File: src/rtl/sc_neuron_stream_if.sv
// Stream-side bundle of the stochastic-computing neuron: bit inputs and start
// from the generators (master), activation stream and ones count back (slave).
interface sc_neuron_stream_if #(
    parameter int N_IN       = 3,
    parameter int STREAM_LEN = 64
);
    localparam int CNT_W = $clog2(STREAM_LEN + 1);

    logic             start;
    logic             bit_valid;
    logic [N_IN-1:0]  in_bits;
    logic [N_IN-1:0]  w_bits;
    logic [N_IN-1:0]  in_en;
    logic             b_bit;
    logic             busy;
    logic             out_valid;
    logic             out_bit;
    logic             done;
    logic [CNT_W-1:0] ones_cnt;

    modport master (
        output start, bit_valid, in_bits, w_bits, in_en, b_bit,
        input  busy, out_valid, out_bit, done, ones_cnt
    );

    modport slave (
        input  start, bit_valid, in_bits, w_bits, in_en, b_bit,
        output busy, out_valid, out_bit, done, ones_cnt
    );
endinterface

File: src/rtl/sc_neuron_stream.sv
// Bit-serial SC neuron: AND-multiply, round-robin MUX add, saturating-counter tanh.
// Optional macro SC_NEURON_BIAS_EN interleaves the bias stream on odd-index output bits.
module sc_neuron_stream #(
    parameter int N_IN       = 3,
    parameter int STREAM_LEN = 64,
    parameter int FSM_STATES = 8
) (
    input  logic               clk,
    input  logic               rst_n,
    sc_neuron_stream_if.slave  bus
);
    localparam int CNT_W = $clog2(STREAM_LEN + 1);
    localparam int IDX_W = $clog2(STREAM_LEN);
    localparam int SEL_W = $clog2(N_IN);
    localparam int LVL_W = $clog2(FSM_STATES);
    localparam logic [LVL_W-1:0] LVL_MID  = LVL_W'(FSM_STATES / 2);
    localparam logic [LVL_W-1:0] LVL_MAX  = LVL_W'(FSM_STATES - 1);
    localparam logic [IDX_W-1:0] IDX_LAST = IDX_W'(STREAM_LEN - 1);
    localparam logic [SEL_W-1:0] SEL_LAST = SEL_W'(N_IN - 1);

    typedef enum logic [1:0] {IDLE, RUN, DONE} state_t;

    state_t           state;
    state_t           state_next;
    logic [SEL_W-1:0] sel;
    logic [IDX_W-1:0] idx;
    logic [LVL_W-1:0] lvl;
    logic [LVL_W-1:0] lvl_next;
    logic [N_IN-1:0]  prod_vec;
    logic             prod;
    logic             act;
    logic             emit;
    logic             accept;
    logic             last;
    logic             restart;
    logic             busy_int;
    logic             out_valid_q;
    logic             out_bit_q;
    logic             done_q;
    logic [CNT_W-1:0] ones_q;

    always_ff @(posedge clk or negedge rst_n) begin
        if (!rst_n) state <= IDLE;
        else        state <= state_next;
    end

    always_comb begin
        state_next = state;
        case (state)
            IDLE:    if (bus.start) state_next = RUN;
            RUN:     if (last)      state_next = DONE;
            DONE:    if (bus.start) state_next = RUN;
            default: state_next = IDLE;
        endcase
    end

    always_comb begin
        busy_int = (state == RUN);
    end

    // Selecting one product per bit in fixed rotation gives a 1/N_IN scaled sum.
    always_comb begin
        accept   = (state == RUN) && bus.bit_valid;
        last     = accept && (idx == IDX_LAST);
        restart  = bus.start && (state != RUN);
        prod_vec = bus.in_bits & bus.w_bits & bus.in_en;
        prod     = prod_vec[sel];
        if (prod) lvl_next = (lvl == LVL_MAX) ? lvl : lvl + LVL_W'(1);
        else      lvl_next = (lvl == '0)      ? lvl : lvl - LVL_W'(1);
        act = (lvl_next >= LVL_MID);
`ifdef SC_NEURON_BIAS_EN
        emit = idx[0] ? bus.b_bit : act;
`else
        emit = act;
`endif
    end

`ifndef SC_NEURON_BIAS_EN
    logic unused_b_bit;
    always_comb unused_b_bit = bus.b_bit;
`endif

    always_ff @(posedge clk or negedge rst_n) begin
        if (!rst_n) begin
            sel         <= '0;
            idx         <= '0;
            lvl         <= LVL_MID;
            out_valid_q <= 1'b0;
            out_bit_q   <= 1'b0;
            done_q      <= 1'b0;
            ones_q      <= '0;
        end else begin
            out_valid_q <= accept;
            done_q      <= last;
            if (restart) begin
                sel    <= '0;
                idx    <= '0;
                lvl    <= LVL_MID;
                ones_q <= '0;
            end else if (accept) begin
                sel       <= (sel == SEL_LAST) ? '0 : sel + SEL_W'(1);
                idx       <= idx + IDX_W'(1);
                lvl       <= lvl_next;
                out_bit_q <= emit;
                ones_q    <= ones_q + CNT_W'(emit);
            end
        end
    end

    assign bus.busy      = busy_int;
    assign bus.out_valid = out_valid_q;
    assign bus.out_bit   = out_bit_q;
    assign bus.done      = done_q;
    assign bus.ones_cnt  = ones_q;
endmodule
File: src/flat_wrapper.sv
// flat-port wrapper written by rule: the top's interface ports become plain ports
module sc_neuron_stream_flat 
#(
    parameter int N_IN       = 3,
    parameter int STREAM_LEN = 64,
    parameter int FSM_STATES = 8
)
  (clk, rst_n, bus_start, bus_bit_valid, bus_in_bits, bus_w_bits, bus_in_en, bus_b_bit, bus_busy, bus_out_valid, bus_out_bit, bus_done, bus_ones_cnt);
  sc_neuron_stream_if #(.N_IN(N_IN), .STREAM_LEN(STREAM_LEN)) bus_i ();
  input  logic clk;
  input  logic rst_n;
  input wire logic [$bits(bus_i.start)-1:0] bus_start;
  input wire logic [$bits(bus_i.bit_valid)-1:0] bus_bit_valid;
  input wire logic [$bits(bus_i.in_bits)-1:0] bus_in_bits;
  input wire logic [$bits(bus_i.w_bits)-1:0] bus_w_bits;
  input wire logic [$bits(bus_i.in_en)-1:0] bus_in_en;
  input wire logic [$bits(bus_i.b_bit)-1:0] bus_b_bit;
  output wire logic [$bits(bus_i.busy)-1:0] bus_busy;
  output wire logic [$bits(bus_i.out_valid)-1:0] bus_out_valid;
  output wire logic [$bits(bus_i.out_bit)-1:0] bus_out_bit;
  output wire logic [$bits(bus_i.done)-1:0] bus_done;
  output wire logic [$bits(bus_i.ones_cnt)-1:0] bus_ones_cnt;
  assign bus_i.start = bus_start;
  assign bus_i.bit_valid = bus_bit_valid;
  assign bus_i.in_bits = bus_in_bits;
  assign bus_i.w_bits = bus_w_bits;
  assign bus_i.in_en = bus_in_en;
  assign bus_i.b_bit = bus_b_bit;
  assign bus_busy = bus_i.busy;
  assign bus_out_valid = bus_i.out_valid;
  assign bus_out_bit = bus_i.out_bit;
  assign bus_done = bus_i.done;
  assign bus_ones_cnt = bus_i.ones_cnt;
  sc_neuron_stream #(.N_IN(N_IN), .STREAM_LEN(STREAM_LEN), .FSM_STATES(FSM_STATES)) u_core (.clk(clk), .rst_n(rst_n), .bus(bus_i));
endmodule
File: config.mk
export PLATFORM = sky130hd
export DESIGN_NAME = sc_neuron_stream_flat
export DESIGN_NICKNAME = d
export VERILOG_FILES = /design/src/rtl/sc_neuron_stream_if.sv /design/src/rtl/sc_neuron_stream.sv /design/src/flat_wrapper.sv
export SDC_FILE = /design/constraint.sdc
export NUM_CORES = 1
export LEC_CHECK = 0
export ABC_AREA = 1
export CAP_MARGIN = 10
export CORE_AREA = 3 3 60 62
export DETAILED_ROUTE_END_ITERATION = 10
export DIE_AREA = 0 0 63 65
export DONT_BUFFER_PORTS = 1
export GPL_ROUTABILITY_DRIVEN = 0
export SLEW_MARGIN = 30
export SYNTH_ARGS = -nofsm -noshare
export SYNTH_HDL_FRONTEND = slang
export SYNTH_SLANG_ARGS = --single-unit
export TNS_END_PERCENT = 30
File: constraint.sdc
create_clock -name clk -period 3.7 [get_ports clk]
set_clock_uncertainty 0.1 [all_clocks]
set_input_delay 0.74 -clock clk [delete_from_list [all_inputs] [get_ports clk]]
set_output_delay 0.74 -clock clk [all_outputs]
set_load 0.02 [all_outputs]
==> Word level (Yosys, flattened, before mapping) <==
Cells that the tools add are included.
{ "totals": {"out_inout_bits": 11, "in_bits": 14, "reg_bits": 23} }
{ "classes": {"n_bitwise": 3, "reduce_logical": 9, "magnitude_cmp": 2, "n_addsub": 5, "eq_ne": 8, "muxes": 17} }
{ "ops": {"columns": ["cell", "count"], "rows": [
  ["3-bit 2-to-1 mux", 5],
  ["7-bit 2-to-1 mux", 2],
  ["6-bit 2-to-1 mux", 2],
  ["2-bit 2-to-1 mux", 5],
  ["7-bit by 1-bit adder with 7-bit output", 1],
  ["6-bit by 1-bit adder with 6-bit output (second input constant)", 1],
  ["3-bit AND", 2],
  ["6-bit == test (second input constant)", 1],
  ["2-bit by 1-bit inequality test with 1-bit output (second input constant)", 3],
  ["2-bit == test (second input constant)", 2],
  ["2-bit case mux with 2 select lines", 1],
  ["2-bit AND reduction", 2],
  ["3-bit by 1-bit adder with 3-bit output (second input constant)", 1],
  ["3-bit == test (second input constant)", 1],
  ["3-bit >= comparator (second input constant)", 1],
  ["1-bit logical AND", 3],
  ["3-bit zero test", 1],
  ["2-bit by 3-bit less-than comparator with 1-bit output (second input constant)", 1],
  ["3-bit by 1-bit subtractor with 3-bit output (second input constant)", 1],
  ["2-bit by 1-bit adder with 2-bit output (second input constant)", 1],
  ["1-bit binary-select mux with 2-bit select", 1],
  ["2-bit by 1-bit == test with 1-bit output (second input constant)", 1],
  ["2-bit zero test", 1],
  ["2-bit nonzero test", 1],
  ["other kinds (3)", 3]
]} }

==> Longest topological paths before layout <==
Gate-level depths: netlist of the first run.
{ "depth": {"ltp_word": 9, "mapped_depth": 15} }

==> Least setup slack after synthesis of the first run <==
No wires, ideal clock.
{ "synth_timing": {"kind": "input to register", "startpoint": "in bus_w_bits[2]", "endpoint": "reg u_core.ones_q[6], in the netlist u_core.bus.ones_cnt[6]", "setup_slack_ns": 1.337, "cell_stages": 14, "arrival_ns": 2.141, "t_required_ns": 3.478, "cell_sequence": "inv_1 nor2_1 nand2_1 nand2_1 nand3_1 nand2_1 and2_1 ha_1 ha_1 nand3_1 nor2_4 nand2_2 nor3_1 nor2_1"} }
{ "synth_between": {"elab_chain_len": 9} }
{ "synth_rtl": {"columns": ["item", "line", "rtl"], "rows": [
  ["start, declared", "flat_wrapper.sv:15", "input wire logic [$bits(bus_i.w_bits)-1:0] bus_w_bits;"],
  ["3-bit AND (2 in series)", "sc_neuron_stream.sv:66", "prod_vec = bus.in_bits & bus.w_bits & bus.in_en;"],
  ["1-bit binary-select mux with 2-bit select", "sc_neuron_stream.sv:67", "prod = prod_vec[sel];"],
  ["1-bit 2-to-1 mux (not written as such)", "sc_neuron_stream.sv:67", null],
  ["3-bit 2-to-1 mux", "sc_neuron_stream.sv:68", "if (prod) lvl_next = (lvl == LVL_MAX) ? lvl : lvl + LVL_W'(1);"],
  ["3-bit >= comparator", "sc_neuron_stream.sv:70", "act = (lvl_next >= LVL_MID);"],
  ["net u_core.act", "sc_neuron_stream.sv:31", "logic act;"],
  ["7-bit by 1-bit adder with 7-bit output", "sc_neuron_stream.sv:105", "ones_q <= ones_q + CNT_W'(emit);"],
  ["7-bit 2-to-1 mux", "sc_neuron_stream.sv:100", "end else if (accept) begin"],
  ["7-bit 2-to-1 mux", "sc_neuron_stream.sv:95", "if (restart) begin"],
  ["end signal, assigned", "sc_neuron_stream.sv:105", null],
  ["end, declared", "sc_neuron_stream.sv:40", "logic [CNT_W-1:0] ones_q;"]
]} }
The timed path passes the listed nets, and every way through them passes these cells. The select of a mux whose other input is x is not followed.
A chain may end at the register's enable or synchronous reset.

==> Final worst setup path of the first run <==
{ "layout_timing": {"startpoint": "reg u_core.lvl[0]", "endpoint": "reg u_core.ones_q[6], in the netlist u_core.bus.ones_cnt[6]"} }
{ "layout_between": {"elab_chain_len": 7, "elab_cells_between_ends": 11} }
{ "layout_rtl": {"columns": ["item", "line", "rtl"], "rows": [
  ["start, declared", "sc_neuron_stream.sv:27", "logic [LVL_W-1:0] lvl;"],
  ["start signal, assigned", "sc_neuron_stream.sv:103", "lvl <= lvl_next;"],
  ["3-bit by 1-bit subtractor with 3-bit output (tied with other cells)", "sc_neuron_stream.sv:69", "else lvl_next = (lvl == '0) ? lvl : lvl - LVL_W'(1);"],
  ["3-bit 2-to-1 mux (on tied branches)", "sc_neuron_stream.sv:69, sc_neuron_stream.sv:68", null],
  ["3-bit 2-to-1 mux (*)", "sc_neuron_stream.sv:68", null],
  ["3-bit >= comparator (*)", "sc_neuron_stream.sv:70", null],
  ["net u_core.act", "sc_neuron_stream.sv:31", null],
  ["7-bit by 1-bit adder with 7-bit output (*)", "sc_neuron_stream.sv:105", null],
  ["7-bit 2-to-1 mux (*)", "sc_neuron_stream.sv:100", null],
  ["7-bit 2-to-1 mux (*)", "sc_neuron_stream.sv:95", null]
]} }
The timed path passes the listed nets; every way through them passes the cells marked *. The select of a mux whose other input is x is not followed.

==> qor.csv, run 1 <==
metric,value,unit
clk_latency,0.31,ns
dr.pass1.iters,4,
synth-seq-area-share,45.7,%
drt_iter0_markers,43,
clockRootBuffer,clkbuf_4,
io_buffers,0,
worstSetupPathType,flip-flop to flip-flop,
yosysUniqueCellTypes,25,
io_pins,25,
max_freq,430,MHz
antenna_found_initial,0,
drc,0,
synthesis.area,1260,sq um
final_antenna_net_count,0,
n_fill_cell,313,
setup_violations,0,
hold_buffers,1,
synthMostInstantiatedCell,nand2_1,
grt_pass1_vias,933,
fin_crit_sh,62.8,%
dp_slack,1.12,ns
synth_edf_count,0,
start_kind,flip-flop,
critPathMostFrequentCell,ha_1,
hpwl,1760,um
synthTopCellsByCount,"nand2_1, dfrtp_1, inv_1",
grt_overflow,0,
critical_path_required,3.81,ns
ys_warn_count,0,
synth.largest_area_cell,dfrtp_1,
cts_tree,done,
synthArstFlopShare,100,%
syn_inst,153,
dieArea,4100,sq um
maxSlewViolCount,0,
critical_path_arrival,2.44,ns
synth_top_area_share,43.6,%
power_density,692,nW/um^2
hold_path_class,primary input to async pin,
ys_ff_latch,23,
core,3080,sq um
cts.sinks,23,
finalCriticalPeriod,2.32,ns
synth_nets,173,
clock_path_buffers,2,
outcome,finished clean,
path_depth,13,
cts_buffers,3,
cpPeakStageDelay,0.40,ns
leakage,0.681,nW
synthTopCellsByArea,"dfrtp_1, nand2_1, ha_1, nand3_1, inv_1",
tns,0,ns
rows,20,
vdd_ir_drop_max,0.250,mV
antenna_cells,0,
path_clk_slew,0.13,ns
rsz0062_at_grt,false,
postCtsResizedCells,0,
multi_input_area,611,sq um
drive_gt1_share,10.8,%
die_w,63,um
worstMarginPinSlew,0.489,ns
cp_num_buf_inv,1,
finalWirelength,2370,um
wl_per_cell,11.7,um
htreeDepth,1,
final-seq-area,577,sq um
critPathSlowestCell,dfrtp_1,
hold_viol,0,
slew_headroom,67.4,%
end_kind,flip-flop,
total_power,0.000935,W
path_delay_family,simple AND/OR/NAND/NOR gates,
area_growth,6.94,%
avgSynthCellArea,8.25,sq um
fin_ws,1.38,ns
nNetsFinal,179,
initial_utilization,41.0,%
die_h,65,um
path_cells,"inv_1, ha_1, nand2_1, nand3_1, nand2_1, and2_1, ha_1, ha_1, nand3_1, nor2_4, nand2_2, nor3_1, nor2_1",
grt_max_degree,23,
grt_pass1_wl,4090,um
path_max_fanout,4,
reg2reg_depth,13,
viasPerCell,4.92,
vias,994,
cts_setup_buffers,0,
ys.flop_type,dfrtp_1,
grt_usage,12.6,%
max-cap-violations,0,
==> per-stage QoR <==
stage / instances / hold slack (ns) / util [%] / area (sq um)
after global routing: 202 / 0.125 / 43.9 / 1350
after detailed placement: 197 / 0.345 / 42.8 / 1320
after CTS: 202 / 0.137 / 44.0 / 1360
after floorplan: 153 / 0.344 / - / 1260
after global placement: 197 / 0.345 / 42.8 / 1320
final: 202 / 0.153 / 43.9 / 1350
==> layout by cell type (no fill, tap or decap), drive strengths merged <==
cell and n:
nand3 16, clkinv 1, xnor2 2, a22o 2, nand4 4, nor2 12, inv 20, a21oi 4
xor2 1, o22a 1, clkbuf 3, dfstp 1, ha 6, dfrtp 22, nand2 43, and2 1
o31ai 1, nor3b 1, buf 1, or2 1, nor3 1, o21ai 14
==> kinds of logic (layout without fill, tap and decap cells) <==
| group | count (synthesis) | after routing | share of synthesized area [%] |
|---|---|---|---|
| simple gates | 79 | 79 | 30.2 |
| flops | 23 | 23 | 45.7 |
| compound gates | 22 | 22 | 10.1 |
| buf+inv | 20 | 25 | 5.95 |
| fa+ha+maj | 6 | 6 | 5.95 |
| xor+xnor | 3 | 3 | 2.08 |
==> per-layer routing <==
layer,share of wire [%],GRT usage [%]
met1,45,16.4
met5,0,0
met2,49,19.9
met3,5.2,3.12
met4,0.55,4.96
==> registers in the layout, summed over array words and instances (netlist names) <==
| signal | cells |
|---|---|
| u_core.bus.out_valid | 1 |
| u_core.state | 2 |
| u_core.lvl | 3 |
| u_core.idx | 6 |
| u_core.bus.out_bit | 1 |
| u_core.sel | 2 |
| u_core.bus.done | 1 |
| u_core.bus.ones_cnt | 7 |
==> layout make-up <==
class                           count  area share (%)
Tap cell                           44            4.08
Clock inverter                      1           0.371
Clock buffer                        3            1.67
Inverter                           20            5.56
Multi-Input combinational cell    110            45.2
Sequential cell                    23            42.7
Timing Repair Buffer                1           0.371
==> report_power, final <==
group	total, W	switching, W	internal (W)
clock network	0.000117	0.0000764	0.0000403
registers	0.000450	0.000118	0.000332
logic	0.000368	0.000214	0.000154
==> worst paths after layout <==
| path | start | end | slack (ns) |
|---|---|---|---|
| setup reg to reg | u_core.lvl[0] | u_core.bus.ones_cnt[6] | 1.38 |
| max in group asynchronous | rst_n | u_core.lvl[0] | 2.90 |
| setup / recovery | u_core.lvl[0] | u_core.bus.ones_cnt[6] | 1.38 |
| min in group clk | bus_start | u_core.state[1] | 0.39 |
| hold / removal | rst_n | u_core.lvl[2] | 0.15 |
| hold reg to reg | u_core.idx[3] | u_core.idx[3] | 0.41 |
(Power assumes the default switching activity.)
==> inputs of run 2 (changes only) <==
Clock period 3.7 ns to 2.17 ns, I/O delays scaled along.
==> run 2 against run 1 <==
  * Non-clock buffer count up 11
  * First-iteration DRC count up 26%
  * Power up 95%
  * Sequential power up 69%
  * Register-to-register slack worse by 1.3 ns
  * Cell area up 10%
  * Wire length up 3.5%
  * Clock power up 64%
  * Flip-flop and latch count unchanged
  * Combinational power up 140%
  * Maximum frequency up 13%
==> qor.csv, run 2 (synthesis gave the netlist of run 1 again) <==
metric,value,unit,change
dieArea,4100,sq um,unchanged
hold_path_class,primary input to flip-flop,,
hold_viol,0,,unchanged
outcome,finished clean,,
area_growth,18.0,%,
wl_per_cell,11.5,um,-1.9%
cts_tree,done,,
antenna_cells,0,,unchanged
met2_length,1280,um,+8.8%
initial_utilization,41.0,%,unchanged
timing.rr.start,u_core.lvl[0],,
critical_path_required,2.28,ns,-1.53 ns
clockRootBuffer,clkbuf_4,,
largest_reg_flops,7,,unchanged
drc,0,,unchanged
routed.top_layer,met4,,
drt_iter0_markers,54,,+26%
io_buffers,0,,unchanged
nNetsFinal,190,,+6.1%
path_delay_family,simple AND/OR/NAND/NOR gates,,
cts_buffers,3,,unchanged
start_kind,flip-flop,,
critical_path_arrival,2.16,ns,-0.28 ns
clk_latency,0.31,ns,about the same
slew_headroom,65.9,%,-1.5 points
place_area,1380,sq um,+4.6%
min_from,bus_start,,
grt_usage,12.4,%,-0.12 points
setup_violations,0,,unchanged
path_cells,"buf_4, ha_1, nor2_1, nand4_1, and2_4, ha_4, ha_4, nand3_2, nor2_4, nand2_2, o21ai_2, nand2_1, nor2_1",,
core,3080,sq um,unchanged
io_pins,25,,unchanged
maxSlewViolCount,0,,unchanged
drive_gt1_share,23.1,%,+12 points
max_freq,488,MHz,+13%
grt_pass1_vias,940,,+0.75%
fin_area,1490,sq um,+10%
antenna_found_initial,0,,unchanged
wl_met3,134,um,+8.1%
grt_overflow,0,,unchanged
worst_hold_slack,0.0834,ns,-0.0696 ns
fin_ws,0.120,ns,-1.26 ns
wl_met1,1030,um,-3.0%
grt_pass1_wl,4080,um,-0.17%
cp_num_buf_inv,1,,unchanged
hold_end,u_core.state[1],,
rows,20,,unchanged
htreeDepth,1,,unchanged
max-cap-violations,0,,unchanged
critPathSlowestCell,dfrtp_1,,
end_kind,flip-flop,,
dp_slack,-0.0243,ns,-1.15 ns
path_max_fanout,3,,-1
power_density,1220,nW/um^2,+77%
leakage,0.741,nW,+8.8%
fin_crit_sh,94.5,%,+32 points
vdd_ir_drop_max,0.502,mV,+100%
worstMarginPinSlew,0.512,ns,+0.0225 ns
finalCriticalPeriod,2.05,ns,-0.274 ns
reg2reg_slack,0.12,ns,-1.26 ns
vias,1034,,+4.0%
r2r_end,u_core.bus.ones_cnt[6],,
finalWirelength,2450,um,+3.5%
finish.utilization,48.4,%,+4.6 points
clock_path_buffers,2,,unchanged
viasPerCell,4.85,,-1.3%
die_w,63,um,unchanged
die_h,65,um,unchanged
cpPeakStageDelay,0.40,ns,about the same
mostFrequentLayoutCells,"nand2_1, dfrtp_1, inv_1",,
cts.sinks,23,,unchanged
path_clk_slew,0.13,ns,about the same
final_common_cell,nand2_1,,
hold_depth,1,,
dr.pass1.iters,4,,unchanged
grt_max_degree,24,,+4.3%
final_antenna_net_count,0,,unchanged
reg2reg_depth,13,,unchanged
hpwl,1870,um,+5.9%
tns,0,ns,unchanged
worstSetupPathType,flip-flop to flip-flop,,
run 2: changes by cell type in the layout (fill, tap and decap cells not counted), sizes merged:
cell / delta
dlygate4sd3: +1
buf: +10
run 2: what timing repair did:
action,in CTS,in global routing
setup buffers,0,2
endpoints found under the setup margin,1,4
endpoints found under the hold margin,23,13
resized for setup,2,13
pin swaps,0,4
hold buffers,1,1
run 2: per-layer routing:
layer  vias up  global-route usage, %
li1        531                      -
met1       486                   13.7
met2        15                   22.9
met3         2                   5.03
met4         0                   1.65
met5         -                      0
run 2: through the flow:
step           std cells  total power, W
2_1_floorplan        153         0.00126
4_1_cts              210         0.00172
3_3_place_gp         205         0.00147
5_1_grt              213         0.00203
6_report             213         0.00182
3_5_place_dp         205         0.00150
run 2: cell type report:
class                           instances  area, sq um
Clock inverter                          1         5.00
Fill cell                             306         1590
Timing Repair Buffer                   12         90.1
Sequential cell                        23          577
Multi-Input combinational cell        110          666
Inverter                               20         75.1
Tap cell                               44         55.1
Clock buffer                            3         22.5
run 2: how the worst max path moves through the flow:
stage	depth (start not counted)	from	slack, ns	endpoint
global placement	12	u_core.lvl[0]	0.05	u_core.bus.ones_cnt[4]
global route	14	u_core.sel[0]	-0.02	u_core.bus.ones_cnt[6]
finish	13	u_core.lvl[0]	0.12	u_core.bus.ones_cnt[6]
floorplan	12	u_core.lvl[0]	0.001	u_core.bus.ones_cnt[4]
CTS	14	u_core.lvl[0]	0.01	u_core.bus.ones_cnt[6]
detailed placement	14	bus_w_bits[2]	-0.02	u_core.bus.ones_cnt[6]
run 2: power breakdown:
part | switching (W) | internal, W
Clock | 0.000124 | 0.0000688
Sequential | 0.000198 | 0.000564
Combinational | 0.000446 | 0.000422
Total | 0.000768 | 0.00106
